$ cat src/rtl/stack_ctrl.sv
// stack_ctrl: two-requester round-robin push/pop sequencer for an external stack datapath
module stack_ctrl #(
  parameter int DEPTH = 2,
  parameter int DW    = 9
) (
  input  logic                         clk,
  input  logic                         rst_n,
  input  logic                         a_req,
  input  logic                         a_op,
  input  logic [DW-1:0]                a_data,
  output logic                         a_ack,
  input  logic                         b_req,
  input  logic                         b_op,
  input  logic [DW-1:0]                b_data,
  output logic                         b_ack,
  output logic                         stk_push,
  output logic                         stk_pop,
  output logic [DW-1:0]                stk_in,
  input  logic [DW-1:0]                stk_out,
  output logic [DW-1:0]                rd_data,
  output logic                         rd_valid,
  output logic                         err,
  output logic [$clog2(DEPTH+1)-1:0]   depth,
  output logic                         full,
  output logic                         empty,
  output logic                         ovf,
  output logic                         unf,
  input  logic                         err_clr
);
  localparam int AW = $clog2(DEPTH+1);
  typedef enum logic [1:0] {IDLE, ISSUE, DONE} state_t;
  state_t          state_q;
  logic            gnt_b_q, op_q, prio_b_q, push_q, pop_q;
  logic            a_ack_q, b_ack_q, rd_valid_q, err_q, ovf_q, unf_q;
  logic [DW-1:0]   rd_data_q, stk_in_q;
  logic [AW-1:0]   depth_q;
  logic            gnt_b, req_op, push_ok, pop_ok, rej, ovf_d, unf_d;
  logic [DW-1:0]   req_data;
  // Arbitration, legality of the candidate operation and sticky flag next-state
  always_comb begin
    gnt_b    = b_req & (~a_req | prio_b_q);
    req_op   = gnt_b ? b_op : a_op;
    req_data = gnt_b ? b_data : a_data;
    push_ok  = req_op & (depth_q != AW'(DEPTH));
    pop_ok   = ~req_op & (depth_q != '0);
    rej      = (state_q == ISSUE) & ~push_q & ~pop_q;
    ovf_d    = (ovf_q & ~err_clr) | (rej & op_q);
    unf_d    = (unf_q & ~err_clr) | (rej & ~op_q);
  end
  // IDLE grants and latches, ISSUE strobes the stack, DONE acknowledges
  always_ff @(posedge clk or negedge rst_n) begin
    if (!rst_n) begin
      state_q    <= IDLE;
      gnt_b_q    <= 1'b0;
      op_q       <= 1'b0;
      prio_b_q   <= 1'b0;
      push_q     <= 1'b0;
      pop_q      <= 1'b0;
      a_ack_q    <= 1'b0;
      b_ack_q    <= 1'b0;
      rd_valid_q <= 1'b0;
      err_q      <= 1'b0;
      ovf_q      <= 1'b0;
      unf_q      <= 1'b0;
      rd_data_q  <= '0;
      stk_in_q   <= '0;
      depth_q    <= '0;
    end else begin
      ovf_q <= ovf_d;
      unf_q <= unf_d;
      case (state_q)
        IDLE: if (a_req | b_req) begin
          gnt_b_q  <= gnt_b;
          prio_b_q <= ~gnt_b;
          op_q     <= req_op;
          push_q   <= push_ok;
          pop_q    <= pop_ok;
          if (push_ok) stk_in_q <= req_data;
          state_q  <= ISSUE;
        end
        ISSUE: begin
          push_q     <= 1'b0;
          pop_q      <= 1'b0;
          if (push_q) depth_q <= depth_q + AW'(1);
          if (pop_q) begin
            depth_q   <= depth_q - AW'(1);
            rd_data_q <= stk_out;
          end
          a_ack_q    <= ~gnt_b_q;
          b_ack_q    <= gnt_b_q;
          rd_valid_q <= pop_q;
          err_q      <= ~push_q & ~pop_q;
          state_q    <= DONE;
        end
        default: begin
          a_ack_q    <= 1'b0;
          b_ack_q    <= 1'b0;
          rd_valid_q <= 1'b0;
          err_q      <= 1'b0;
          state_q    <= IDLE;
        end
      endcase
    end
  end
  assign a_ack    = a_ack_q;
  assign b_ack    = b_ack_q;
  assign stk_push = push_q;
  assign stk_pop  = pop_q;
  assign stk_in   = stk_in_q;
  assign rd_data  = rd_data_q;
  assign rd_valid = rd_valid_q;
  assign err      = err_q;
  assign depth    = depth_q;
  assign full     = depth_q == AW'(DEPTH);
  assign empty    = depth_q == '0;
  assign ovf      = ovf_q;
  assign unf      = unf_q;
endmodule

$ cat config.mk
export PLATFORM = sky130hd
export DESIGN_NAME = stack_ctrl
export DESIGN_NICKNAME = d
export VERILOG_FILES = /design/src/rtl/stack_ctrl.sv
export SDC_FILE = /design/constraint.sdc
export NUM_CORES = 1
export LEC_CHECK = 0
export CAP_MARGIN = 20
export CORE_UTILIZATION = 36
export DETAILED_ROUTE_END_ITERATION = 7
export PLACE_DENSITY = 0.84
export SLEW_MARGIN = 10
export SYNTH_ARGS = -nofsm -noshare
export SYNTH_HDL_FRONTEND = slang
export SYNTH_SLANG_ARGS = --single-unit
export TNS_END_PERCENT = 50
$ cat constraint.sdc
create_clock -name clk -period 1.65 [get_ports clk]
set_input_delay 0.165 -clock clk [delete_from_list [all_inputs] [get_ports clk]]
set_output_delay 0.165 -clock clk [all_outputs]
set_load 0.01 [all_outputs]
# Word level (Yosys, flattened, before mapping)
# Index checks and enable logic that the tools add are counted.
# totals
word_cells	67
mem_count	0
ramBits	0
latchBits	0
romBits	0
in_bits	34
reg_bits	33
out_inout_bits	30
# classes
add_sub_neg	2
n_reduce_logical	10
n_mul	0
n_eq_ne	4
shifts	0
div_mod_pow	0
mux	14
bitwise_logic	22
magnitude_cmp	0
# ops
cell	count
$pmux 1 s2	6
$and 1x1->1	10
$mux 9	1
$not 1->1	8
$reduce_and 2->1	4
$mux 2	3
$reduce_bool 2->1	3
$logic_not 2->1	2
$ne 2x2->1 const B	2
$or 1x1->1	4
$pmux 2 s2	1
$mux 1	3
$reduce_and 3->1	1
$add 2x1->2 const B	1
$eq 2x1->1 const B	1
$eq 2x2->1 const B	1
$sub 2x1->2 const B	1

# Logic depth before layout (Yosys ltp)
# Gate-level depths: netlist of the first run.
# depth
ltp_word	8
depth_mapped	5
depth_no_buf	4

# Least setup slack after synthesis of the first run
# No wires, ideal clock.
# synth_timing
kind	register to register
start	reg depth_q[1] (netlist: depth[1])
end	reg stk_in_q[5] (netlist: stk_in[5])
period_less_slack_ns	1.659
slack_ns	-0.009
required_ns	1.587
path_buffers	1
stages_incl_launch_ff	6
setup_time_ns	0.063
t_arrival_ns	1.596
cell_sequence	dfrtp_1 -> nor2b_2 -> or4_4 -> buf_6 -> a21oi_4 -> o22a_2
# synth_between
elab_chain_cells	3
# synth_lines
item	line_no	source
from (decl)	36	logic [AW-1:0] depth_q;
from (signal assigned)	84	if (push_q) depth_q <= depth_q + AW'(1);
from (signal assigned)	86	depth_q <= depth_q - AW'(1);
$ne 2x2->1	44	push_ok = req_op & (depth_q != AW'(DEPTH));
$and 1x1->1	44	
$reduce_and 3->1 (no source line)	-	
to (signal assigned)	78	if (push_ok) stk_in_q <= req_data;
to (decl)	35	logic [DW-1:0] rd_data_q, stk_in_q;
# No other way between the ends.
# A chain may end at the register's enable or synchronous reset.

# Worst setup path in the final report of the first run
# layout_timing
start	reg depth_q[0] (netlist: depth[0])
end	out full
# layout_between
elab_chain_cells	1
# layout_lines
item	line_no	source
$eq 2x2->1	114	assign full = depth_q == AW'(DEPTH);
to (decl)	24	output logic full,
# No other way between the ends.

==> results_dict.tcl, run 1 <==
set metrics [dict create \
    status "finished, final reports clean" \
    cts_setup_buffers 0 \
    synth_cell_types 27 \
    min_path_type "input port to asynchronous set/reset pin" \
    vias_per_cell 4.99 \
    drc_errors 0 \
    finalHoldViolCount 0 \
    track_usage_pct 17.5 \
    post_drt_wl_per_cell_um 14.1 \
    synthTopCellsByCount "33 x dfrtp_1, 16 x o22a_1, 9 x mux2_2, 9 x nor2_1" \
    cp_slowest_stage_delay_ns 0.54 \
    critPathLaunchType "flop" \
    power_mw 3.99 \
    routed_wl_mm 3.25 \
    netlist_instances 108 \
    fin_util_pct 60.2 \
    root_buffer "clkbuf_8" \
    cp_max_fo 6 \
    max_freq_mhz 636 \
    crit_family "buffers and inverters" \
    first_pass_iters 4 \
    slew-limit-headroom_pct 73.5 \
    synthMostInstantiatedCell "dfrtp_1" \
    peakVddDrop_uv 645 \
    synthArstFlopShare_pct 100 \
    fp.dieArea_um2 4100 \
    hold_buffers 0 \
    grt_pass1_vias 1214 \
    worst_pin_slew_ns 0.398 \
    max_cap_viol_count 0 \
    nNetsFinal 216 \
    start_util_pct 37.6 \
    leakagePower_nw 0.914 \
    ant_nets 0 \
    endpoint_kind "primary output" \
    crit_type "flop to primary output" \
    n_antenna_cell 0 \
    yosys-top-cells-area "dfrtp_1 60%, o22a_1 10%, mux2_2 7.3%, mux2i_1 2.9%, nor2_1 2.4%" \
    cts_tree "built" \
    slew_viol_final 0 \
    synth_top_area_share_pct 59.6 \
    insertion_delay_ns 0.27 \
    syn_area_per_cell_um2 12.8 \
    core-area_um2 3690 \
    yosys_register_bits 33 \
    area_growth_syn_to_layout_pct 60.1 \
    num_vias 1148 \
    path_cells "nor2b_4 > clkdlybuf4s50_1" \
    worstPathRequired_ns 1.48 \
    grt_max_degree 34 \
    cp.arrival_ns 1.41 \
    setup_viol 0 \
    crit_buf_inv 1 \
    io_pins 64 \
    cts.clk_slew.worst_paths_ns 0.06 \
    skew_ns 0.00640 \
    synth-main-ff-cell "dfrtp_1" \
    synth-edff-count 0 \
    seq_area_frac_synth_pct 59.6 \
    synth_largest_area_cell "dfrtp_1" \
    period_minus_slack_ns 1.57 \
    rsz0062_at_grt "false" \
    synth_area_um2 1390 \
    globalplace.congestion 0.787 \
    cts_buffers 5 \
    die_x_um 64.1 \
    rows 22 \
    powerDensity_nw_per_um2 1800 \
    antenna_found_initial 0 \
    slowest_stage "clkdlybuf4s50_1" \
    overflow 0 \
    hpwl_mm 2.52 \
    h-tree-depth 2 \
    drive_gt1_share_pct 17.6 \
    cts_sinks 33 \
    die_h_um 64.1 \
    period_share_pct 95.2 \
    cts_buffer_depth 2 \
    drtIter0Drc 54 \
    grt_pass1_wl_mm 5.29 \
    place.port_buffers 63 \
    ys.warnings.count 0 \
    synthesis.nets 142 \
]
state kept, by name, indices dropped and copies added, names as in the netlist:
register,count
depth,2
prio_b_q,1
rd_valid,1
gnt_b_q,1
a_ack,1
unf,1
b_ack,1
rd_data,9
op_q,1
stk_in,9
stk_pop,1
err,1
state_q,2
ovf,1
stk_push,1
repair_timing:
item / in CTS / in global routing
setup endpoints to repair: 1 / 20
pin swaps: 0 / 0
resized for setup: 1 / 2
cell type report:
| type | count | area, um^2 |
|---|---|---|
| inverter | 4 | 15.0 |
| fill | 321 | 1470 |
| sequential | 33 | 827 |
| multi-input combinational | 67 | 529 |
| timing repair buffer | 71 | 702 |
| tap | 48 | 60.1 |
| clock buffer | 7 | 86.3 |
power breakdown:
part / internal [mW] / switching, mW
Combinational: 1.18 / 0.754
Sequential: 1.20 / 0.274
Clock: 0.330 / 0.255
cells in the final DEF (no fill, tap or decap), drive strengths merged, types with 2 or more instances in the layout:
cell type,count
a21oi,2
buf,8
clkbuf,7
clkdlybuf4s50,62
dfrtp,33
inv,4
mux2,9
mux2i,4
nand2,4
nand2b,3
nand3,3
nor2,9
o21ai,3
o22a,18
xor2,2
routing by layer:
metal,vias to the layer above,share of wire [%],GRT usage (%),routed length (um)
met1,568,38,18.5,1250
li1,537,-,-,-
met5,-,0,0,0
met2,39,55,31.4,1780
met4,0,0.65,7.10,21
met3,4,6.1,6.25,199
worst paths after layout:
check                           startpoint        end  slack, ns  cells past startpoint
worst min register to register        op_q        unf       0.48                      1
worst max register to register    depth[1]  stk_in[3]       0.08                      4
min in group clk                      op_q        unf       0.48                      1
worst min-delay path                 rst_n   depth[1]       0.29                      2
max in group asynchronous            rst_n   depth[0]       1.06                      2
worst max-delay path              depth[0]       full       0.08                      2
logic make-up (layout without fill, tap and decap cells):
logic type	count (synthesis)	in the layout	synth area share (%)
XOR/XNOR	2	2	1.26
multiplexers	13	13	10.2
AO/OA/AOI/OAI	28	28	16.9
AND/OR/NAND/NOR	24	24	9.30
flip-flops	33	33	59.6
buffers and inverters	8	82	2.80
through the flow:
| stage | std cells | setup TNS [ns] | hold slack, ns | instance area (um^2) | setup WS [ns] |
|---|---|---|---|---|---|
| floorplan | 108 | 0 | -0.131 | 1390 | 0.0245 |
| global placement | 223 | -0.00929 | 0.475 | 2130 | -0.00466 |
| detailed placement | 223 | -0.489 | 0.473 | 2130 | -0.0617 |
| CTS | 230 | 0 | 0.299 | 2220 | 0.0303 |
| global route | 230 | 0 | 0.321 | 2220 | 0.00929 |
| finish | 230 | 0 | 0.291 | 2220 | 0.0788 |
Note: power is estimated with default switching activity, not from simulation.
==> run 2: changes to the inputs <==
--- a/config.mk
+++ b/config.mk
@@ -5,7 +5,6 @@
 export SDC_FILE = /design/constraint.sdc
 export NUM_CORES = 1
 export LEC_CHECK = 0
-export CAP_MARGIN = 20
 export CORE_UTILIZATION = 36
 export DETAILED_ROUTE_END_ITERATION = 7
 export PLACE_DENSITY = 0.84
==> results of run 2 <==
Final layout, timing and power as in run 1 (identical DEF).
